<file path="src/rtl/button_pkg.sv">
// Shared constants for the button input peripheral: register map, flag bit
// positions and the counter-width helper used by the debounce block.
package button_pkg;

  localparam logic [1:0] MODE_ADDR   = 2'd0;
  localparam logic [1:0] TRIP_ADDR   = 2'd1;
  localparam logic [1:0] STATUS_ADDR = 2'd2;

  localparam int PRESS_BIT = 0;
  localparam int LONG_BIT  = 1;

  localparam logic [1:0] HTRANS_IDLE = 2'b00;

  typedef struct packed {
    logic long_hold;
    logic press;
  } btn_flags_t;

  // A counter for a limit of 1 still needs one bit to exist.
  function automatic int cnt_width(input int limit);
    return (limit > 1) ? $clog2(limit) : 1;
  endfunction

endpackage

</file>
<file path="src/rtl/button_debounce.sv">
// One button channel: two-flop synchroniser, debounce counter and hold counter.
// press_pulse/long_pulse are high in the cycle before the edge that sets the flag.
module button_debounce
  import button_pkg::*;
#(
  parameter int DEBOUNCE_CYCLES   = 164,
  parameter int LONG_PRESS_CYCLES = 32768
) (
  input  logic clk_sys,
  input  logic rst_b,
  input  logic btn_n,
  output logic level,
  output logic press_pulse,
  output logic long_pulse
);

  localparam int DW = cnt_width(DEBOUNCE_CYCLES);
  localparam int HW = cnt_width(LONG_PRESS_CYCLES);
  localparam logic [DW-1:0] DEB_LAST  = DW'(DEBOUNCE_CYCLES - 1);
  localparam logic [HW-1:0] HOLD_LAST = HW'(LONG_PRESS_CYCLES - 1);

  logic          sync1_q, sync1_d;
  logic          sync2_q, sync2_d;
  logic          level_q, level_d;
  logic [DW-1:0] deb_cnt_q, deb_cnt_d;
  logic [HW-1:0] hold_cnt_q, hold_cnt_d;
  logic          pressed_s;
  logic          toggle;

  always_comb begin
    sync1_d   = btn_n;
    sync2_d   = sync1_q;
    pressed_s = ~sync2_q;

    toggle    = 1'b0;
    level_d   = level_q;
    deb_cnt_d = '0;
    if (pressed_s != level_q) begin
      if (deb_cnt_q == DEB_LAST) begin
        toggle  = 1'b1;
        level_d = ~level_q;
      end else begin
        deb_cnt_d = deb_cnt_q + DW'(1);
      end
    end

    // Saturating at the terminal value is what stops the long flag retriggering.
    hold_cnt_d = '0;
    if (level_q) begin
      hold_cnt_d = (hold_cnt_q == HOLD_LAST) ? hold_cnt_q : hold_cnt_q + HW'(1);
    end
  end

  always_ff @(posedge clk_sys or negedge rst_b) begin
    if (!rst_b) begin
      sync1_q    <= 1'b1;
      sync2_q    <= 1'b1;
      level_q    <= 1'b0;
      deb_cnt_q  <= '0;
      hold_cnt_q <= '0;
    end else begin
      sync1_q    <= sync1_d;
      sync2_q    <= sync2_d;
      level_q    <= level_d;
      deb_cnt_q  <= deb_cnt_d;
      hold_cnt_q <= hold_cnt_d;
    end
  end

  assign level       = level_q;
  assign press_pulse = toggle & ~level_q;
  assign long_pulse  = level_q & (hold_cnt_q != HOLD_LAST) & (hold_cnt_d == HOLD_LAST);

endmodule

</file>
<file path="src/rtl/button_manager.sv">
// AHB-Lite slave exposing debounced Mode/Trip buttons as sticky, clear-on-read
// press and long-press flags plus a live level status register.
module button_manager
  import button_pkg::*;
#(
  parameter int DEBOUNCE_CYCLES   = 164,
  parameter int LONG_PRESS_CYCLES = 32768
) (
  input  logic        HCLK,
  input  logic        HRESETn,
  input  logic [31:0] HADDR,
  input  logic [31:0] HWDATA,
  input  logic        HWRITE,
  input  logic        HREADY,
  input  logic        HSEL,
  input  logic [2:0]  HSIZE,
  input  logic [1:0]  HTRANS,
  output logic [31:0] HRDATA,
  output logic        HREADYOUT,
  input  logic        nMode,
  input  logic        nTrip,
  output logic        ButtonEvent
);

  logic       read_q, read_d;
  logic [1:0] sel_q, sel_d;
  btn_flags_t mode_flags_q, mode_flags_d;
  btn_flags_t trip_flags_q, trip_flags_d;

  logic addr_valid;
  logic clr_mode, clr_trip;
  logic mode_level, mode_press, mode_long;
  logic trip_level, trip_press, trip_long;
  logic unused_ok;

  button_debounce #(
    .DEBOUNCE_CYCLES  (DEBOUNCE_CYCLES),
    .LONG_PRESS_CYCLES(LONG_PRESS_CYCLES)
  ) u_mode (
    .clk_sys    (HCLK),
    .rst_b      (HRESETn),
    .btn_n      (nMode),
    .level      (mode_level),
    .press_pulse(mode_press),
    .long_pulse (mode_long)
  );

  button_debounce #(
    .DEBOUNCE_CYCLES  (DEBOUNCE_CYCLES),
    .LONG_PRESS_CYCLES(LONG_PRESS_CYCLES)
  ) u_trip (
    .clk_sys    (HCLK),
    .rst_b      (HRESETn),
    .btn_n      (nTrip),
    .level      (trip_level),
    .press_pulse(trip_press),
    .long_pulse (trip_long)
  );

  always_comb begin
    addr_valid = HSEL && HREADY && (HTRANS != HTRANS_IDLE);
    read_d     = addr_valid && !HWRITE;
    sel_d      = addr_valid ? HADDR[3:2] : sel_q;

    clr_mode = read_q && HREADY && (sel_q == MODE_ADDR);
    clr_trip = read_q && HREADY && (sel_q == TRIP_ADDR);

    // A set arriving on the clearing edge wins so no press is ever lost.
    mode_flags_d.press     = mode_press | (mode_flags_q.press     & ~clr_mode);
    mode_flags_d.long_hold = mode_long  | (mode_flags_q.long_hold & ~clr_mode);
    trip_flags_d.press     = trip_press | (trip_flags_q.press     & ~clr_trip);
    trip_flags_d.long_hold = trip_long  | (trip_flags_q.long_hold & ~clr_trip);
  end

  always_comb begin
    HRDATA = '0;
    if (read_q) begin
      case (sel_q)
        MODE_ADDR: begin
          HRDATA[PRESS_BIT] = mode_flags_q.press;
          HRDATA[LONG_BIT]  = mode_flags_q.long_hold;
        end
        TRIP_ADDR: begin
          HRDATA[PRESS_BIT] = trip_flags_q.press;
          HRDATA[LONG_BIT]  = trip_flags_q.long_hold;
        end
        STATUS_ADDR: begin
          HRDATA[0] = mode_level;
          HRDATA[1] = trip_level;
        end
        default: HRDATA = '0;
      endcase
    end
  end

  always_ff @(posedge HCLK or negedge HRESETn) begin
    if (!HRESETn) begin
      read_q       <= 1'b0;
      sel_q        <= '0;
      mode_flags_q <= '0;
      trip_flags_q <= '0;
    end else begin
      read_q       <= read_d;
      sel_q        <= sel_d;
      mode_flags_q <= mode_flags_d;
      trip_flags_q <= trip_flags_d;
    end
  end

  assign HREADYOUT   = 1'b1;
  assign ButtonEvent = |{mode_flags_q, trip_flags_q};

  // Write data, transfer size and unused address bits carry no meaning here.
  assign unused_ok = ^{HWDATA, HSIZE, HADDR[31:4], HADDR[1:0]};

endmodule
</file>
<file path="config.mk">
export PLATFORM = sky130hd
export DESIGN_NAME = button_manager
export DESIGN_NICKNAME = d
export VERILOG_FILES = /design/src/rtl/button_pkg.sv /design/src/rtl/button_debounce.sv /design/src/rtl/button_manager.sv
export SDC_FILE = /design/constraint.sdc
export NUM_CORES = 1
export LEC_CHECK = 0
export ABC_AREA = 1
export CAP_MARGIN = 40
export CORE_MARGIN = 2
export CORE_UTILIZATION = 45
export CTS_CLUSTER_SIZE = 40
export DETAILED_ROUTE_END_ITERATION = 10
export HOLD_SLACK_MARGIN = 0.03
export PLACE_DENSITY = 0.78
export SLEW_MARGIN = 20
export SYNTH_ARGS = -nofsm -noshare
export SYNTH_HDL_FRONTEND = slang
export SYNTH_HIERARCHICAL = 1
export SYNTH_SLANG_ARGS = --single-unit
</file>
<file path="constraint.sdc">
create_clock -name HCLK -period 4.7 [get_ports HCLK]
set_clock_uncertainty 0.2 [all_clocks]
set_input_delay 0.94 -clock HCLK [delete_from_list [all_inputs] [get_ports HCLK]]
set_output_delay 0.94 -clock HCLK [all_outputs]
set_load 0.02 [all_outputs]
</file>
# Yosys cells after proc, flatten, opt, wreduce, memory -nomap -nowiden
# Index checks and enable logic that the tools add are counted.
# op_classes
eq_ne	12
reduce_logical	12
bitwise	20
n_addsub	4
n_mux	14
# ops
operator	count
equality test 15 bit, second input constant	4
2-to-1 mux 15 bit	4
2-to-1 mux 8 bit	4
adder 15 x 1 -> 15 bit, second input constant	2
!= test 15 bit, second input constant	2
adder 8 x 1 -> 8 bit, second input constant	2
equality test 8 bit, second input constant	2
AND 1 bit	10
logical AND 1 bit	6
inverter 1 bit	6
one-hot mux 2 bit (3 select lines)	1
2-to-1 mux 1 bit	4
OR 1 bit	4
AND reduction 2 bit	2
OR reduction 4 bit	1
equality test 2 x 1 -> 1 bit, second input constant	1
equality test 2 bit, second input constant	1
zero test 2 bit	1
2-to-1 mux 2 bit	1
!= test 1 bit	2
nonzero test 2 bit	1
zero test 1 bit	1
# totals
wordCells	78
in_bits	76
reg_bits	59

# Longest topological paths before layout
# depth
ltp_word	6
depth_mapped	13
ltp_nobuf	13

# Cells and area by module
# The synthesis kept the hierarchy.
# by_module_without_submodules
mod	cells_each	instances	area_per_inst_um2
button_debounce	192	2	1466.4
button_manager	80	1	595.6

# Worst setup path after synthesis
# OpenSTA, ideal clock, no wires.
# synth_path
path_type	register -> output
from	reg sel_q[1]
to	out HRDATA[1]
stages_incl_launch_ff	6
t_arrival_ns	0.828
path_slack_ns	2.732
required_time_ns	3.560
path_cell_list	dfrtp_1 > nor2_2 > nand2_1 > nand3_1 > nand2_1 > inv_1
# synth_via
elab_chain_cells	3
word_cells_on_any_way	5
cone_classes	eq/ne (2); mux (2); reduce/logical (1)
# synth_rtl
item	line_no	text
start, declared	button_manager.sv:26	logic [1:0] sel_q, sel_d;
start signal, assigned	button_manager.sv:104	sel_q <= sel_d;
equality test 2 bit (tied with other cells)	button_manager.sv:78	case (sel_q)
one-hot mux 2 bit (3 select lines) (*)	button_manager.sv:78	
2-to-1 mux 2 bit (*)	button_manager.sv:77	if (read_q) begin
end, declared	button_manager.sv:18	output logic [31:0] HRDATA,
# Mark *: on every way between the ends. The rest lies on a longest branch, timed or not.

# Worst setup path in the final report
# layout_path
from	reg u_mode.level_q, in the netlist u_mode/level
to	out HRDATA[0]
# layout_via
elab_chain_cells	2
# layout_rtl
item	line_no	text
start, declared	button_debounce.sv:24	logic level_q, level_d;
start signal, assigned	button_debounce.sv:64	level_q <= level_d;
one-hot mux 2 bit (3 select lines)	button_manager.sv:78	
2-to-1 mux 2 bit	button_manager.sv:77	
# No other way between the ends.

==> metrics.txt <==
status finished clean; R2R cell count 11; Rel. slew slack 0.5195; first-pass GRT wire length ~12000 um; cell count after synthesis between 400 and 500; vias per cell approximately 5.1; initial antenna violation count 0; DRT Pass-1 Iters 5; Adder-Cell Fraction of Synth Area 0.01418; post-CTS setup buffers 0; area of the multi-input gates ~1700 um2; multiplexer share of the synthesized area 0; pin count of the biggest net entering global routing 60; final instance area 3884 um2; Required @ worst endpoint between 3000 and 4000 ps; Max-Cap Viols 0; GR Util All Layers 0.1767; met2 GRT Util 0.3187; worst-path cell chain nand3_1 > nand3_1 > nand2_1 > inv_1 > clkdlybuf4s50_1; clock network fraction of design power 0.450; yosys warns 6; Final Hold Viols 0; Flop pwr share 0.472; vias between 2k and 3k; Async SR Flop Fraction 1.000; vias in the first global route about 2.8k; crit-path most repeated cell nand3_1; fmax about 320 MHz; Worst setup EP type output port; Overflow after GRT 0; Crit. Startpoint u_mode/level; Wirelength per Cell about 12 um; PwrDens 300.1 nW/um2; number of synthesized flops with an enable pin 0; CTS Hold Bufs 0; fin crit share 0.6669; pins over their slew limit 0; slowest library cell on the worst path dfrtp_1; most frequent cells in the layout nand2_1 (85), nor2_1 (66), inv_1 (62), dfrtp_1 (55), nand3_1 (39); Filler cells between 700 and 800; global routing's busiest layer met2; Placement Cell Area 3657 um2; leakage power 1.766 nW; post-detail-place hpwl between 5000 and 6000 um; register area between 1000 and 1500 um2; setup TNS 0 ps; final antenna-violating net count 0; die width around 90 um; die height 92.55 um; simple-gate share of the synthesized area 0.3454; GPL Wtd Cong just over 0.9; Yosys reg bits 59; Worst Path Max Fanout 16; Clock Pin Slew Worst Setup and Hold Paths roughly 70 ps; minimum clock period 3135 ps; share of layout cells above drive strength 1 0.1184; worst skew pair latency approximately 340 ps; internal power just under 0.0009 W; WS Path Type flop to output port; Max rail drop VDD between 0.0002 and 0.0003 V; Post-synth top flop dfrtp_1; sequential fraction of the synthesis area 0.4199; Antenna diodes 0; Hold Crit Depth 0; CP Capture Point HRDATA[0]; post-synthesis compound-gate area fraction 0.06454; Initial Util 0.4614; Area growth, synth to finish 10.07%; CP peak stage delay approximately 670 ps; HP Class flop to flop; Mean Syn Cell Area around 7.6 um2; DRC violations left 0; mapped cell area 3528 um2; post_cts resized 0; Clock Tree Root clkbuf_8; met1 usage 0.2085; die area 8566 um2; Rows 32; Net Sw Frac 0.2419; Final setup viols 0; R2R Setup Slk ~2500 ps; Yosys cell types 32; CORE AREA about 7600 um2; P_sw ~0.00028 W; port bufs 13; most common cell after layout, fill and taps aside nand2_1; combinational share of power 0.078; final wirelength about 7100 um; xor-xnor portion of the synthesized cell area 0.01489; CTS sink count 59; clock buffer depth 2; CP arrival 1990 ps; Final nets about 570; critical path startpoint category flop; R2R Path Start u_mode/hold_cnt_q[0]; r2r endpoint mode_flags_q[1]; DR iter-0 viols 223; CTS Buf Count 9; num ports 110; Slew @ Worst Pin roughly 720 ps; TritonCTS clock tree yes; H-tree Lvls 3; RSZ-0062 raised after global routing false; met3 track demand over resource 0.02441; main combinational cell family by area after synthesis simple AND/OR/NAND/NOR gates
## power by group through the flow
stage	registers, W	clock network (W)	logic, W
6_report	0.000550	0.000524	0.0000911
4_1_cts	0.000550	0.000537	0.0000921
3_5_place_dp	0.000559	0	0.0000908
3_3_place_gp	0.000557	0	0.0000866
2_1_floorplan	0.000554	0	0.0000788
5_1_grt	0.000553	0.000563	0.000105
## cell type report
class | count | area share
clock inverters | 5 | 0.01933
multi-input cells | 335 | 0.4288
clock buffers | 11 | 0.03898
inverters | 66 | 0.06443
repair buffers | 14 | 0.03415
well taps | 102 | 0.03286
flip-flops and latches | 59 | 0.3814
## Yosys cell counts (5+ instances only)
| master | instances | share of area |
|---|---|---|
| buf_4 | 31 | 0.066 |
| inv_1 | 62 | 0.066 |
| nor2_2 | 8 | 0.014 |
| nor2_4 | 5 | 0.016 |
| nor2_1 | 66 | 0.070 |
| dfrtp_1 | 55 | 0.39 |
| nand2_2 | 5 | 0.0089 |
| nand3_1 | 39 | 0.055 |
| nor3_1 | 7 | 0.0099 |
| o21ai_0 | 11 | 0.016 |
| nand2_1 | 85 | 0.090 |
| nand4_1 | 17 | 0.030 |
| a21oi_1 | 20 | 0.028 |
## worst max-delay path: cells and delay by family (launching register included)
family / cells / cell delay, ps
buffers and inverters: 2 / 660
DFF: 1 / 670
and+or+nand+nor: 3 / 330
## metal layers
metal | up-vias | share of wire
met1 | 1417 | 0.43
met4 | 0 | 0.018
li1 | 1466 | -
met5 | - | 0
met3 | 10 | 0.040
met2 | 104 | 0.52
## stage by stage
| stage | hold slack (ps) | total power (W) | setup WS, ps | util | std cells |
|---|---|---|---|---|---|
| floorplan | 145.2 | 0.0006327 | 2732 | - | 493 |
| global placement | 145.9 | 0.0006440 | 1950 | 0.4782 | 576 |
| detailed placement | 148.5 | 0.0006498 | 1933 | 0.4782 | 576 |
| CTS | 158.0 | 0.001179 | 1559 | 0.5079 | 592 |
| global route | 158.4 | 0.001220 | 1426 | 0.5079 | 592 |
| finish | 157.2 | 0.001166 | 1565 | 0.5079 | 592 |
## flip-flops by register name, indices dropped and copies added (netlist names)
register and count:
u_trip/hold_cnt_q 15, u_mode/hold_cnt_q 15, sel_q 2, u_mode/level 1
read_q 1, u_trip/level 1, u_trip/sync1_q 1, mode_flags_q 2
u_mode/sync2_q 1, trip_flags_q 2, u_mode/sync1_q 1, u_trip/sync2_q 1
u_trip/deb_cnt_q 8, u_mode/deb_cnt_q 8
## worst min-delay path by stage
| stage | start | endpoint | slack, ps |
|---|---|---|---|
| final | u_trip/sync1_q | u_trip/sync2_q | 160 |
| after global routing | u_mode/sync1_q | u_mode/sync2_q | 160 |
| after CTS | u_trip/sync1_q | u_trip/sync2_q | 160 |
| after detailed placement | u_mode/sync1_q | u_mode/sync2_q | 150 |
| after global placement | u_trip/sync1_q | u_trip/sync2_q | 150 |
| after floorplan | u_mode/sync1_q | u_mode/sync2_q | 150 |
## kinds of logic (layout without fill, tap and decap cells)
logic type / Yosys count / count (layout)
AO/OA/AOI/OAI: 40 / 40
XOR/XNOR: 6 / 6
adder cells (fa/ha/maj): 4 / 4
buffers and inverters: 99 / 96
flip-flops: 59 / 59
other: 2 / 31
AND/OR/NAND/NOR: 254 / 254
No activity file was read; power rests on OpenSTA's default activity.
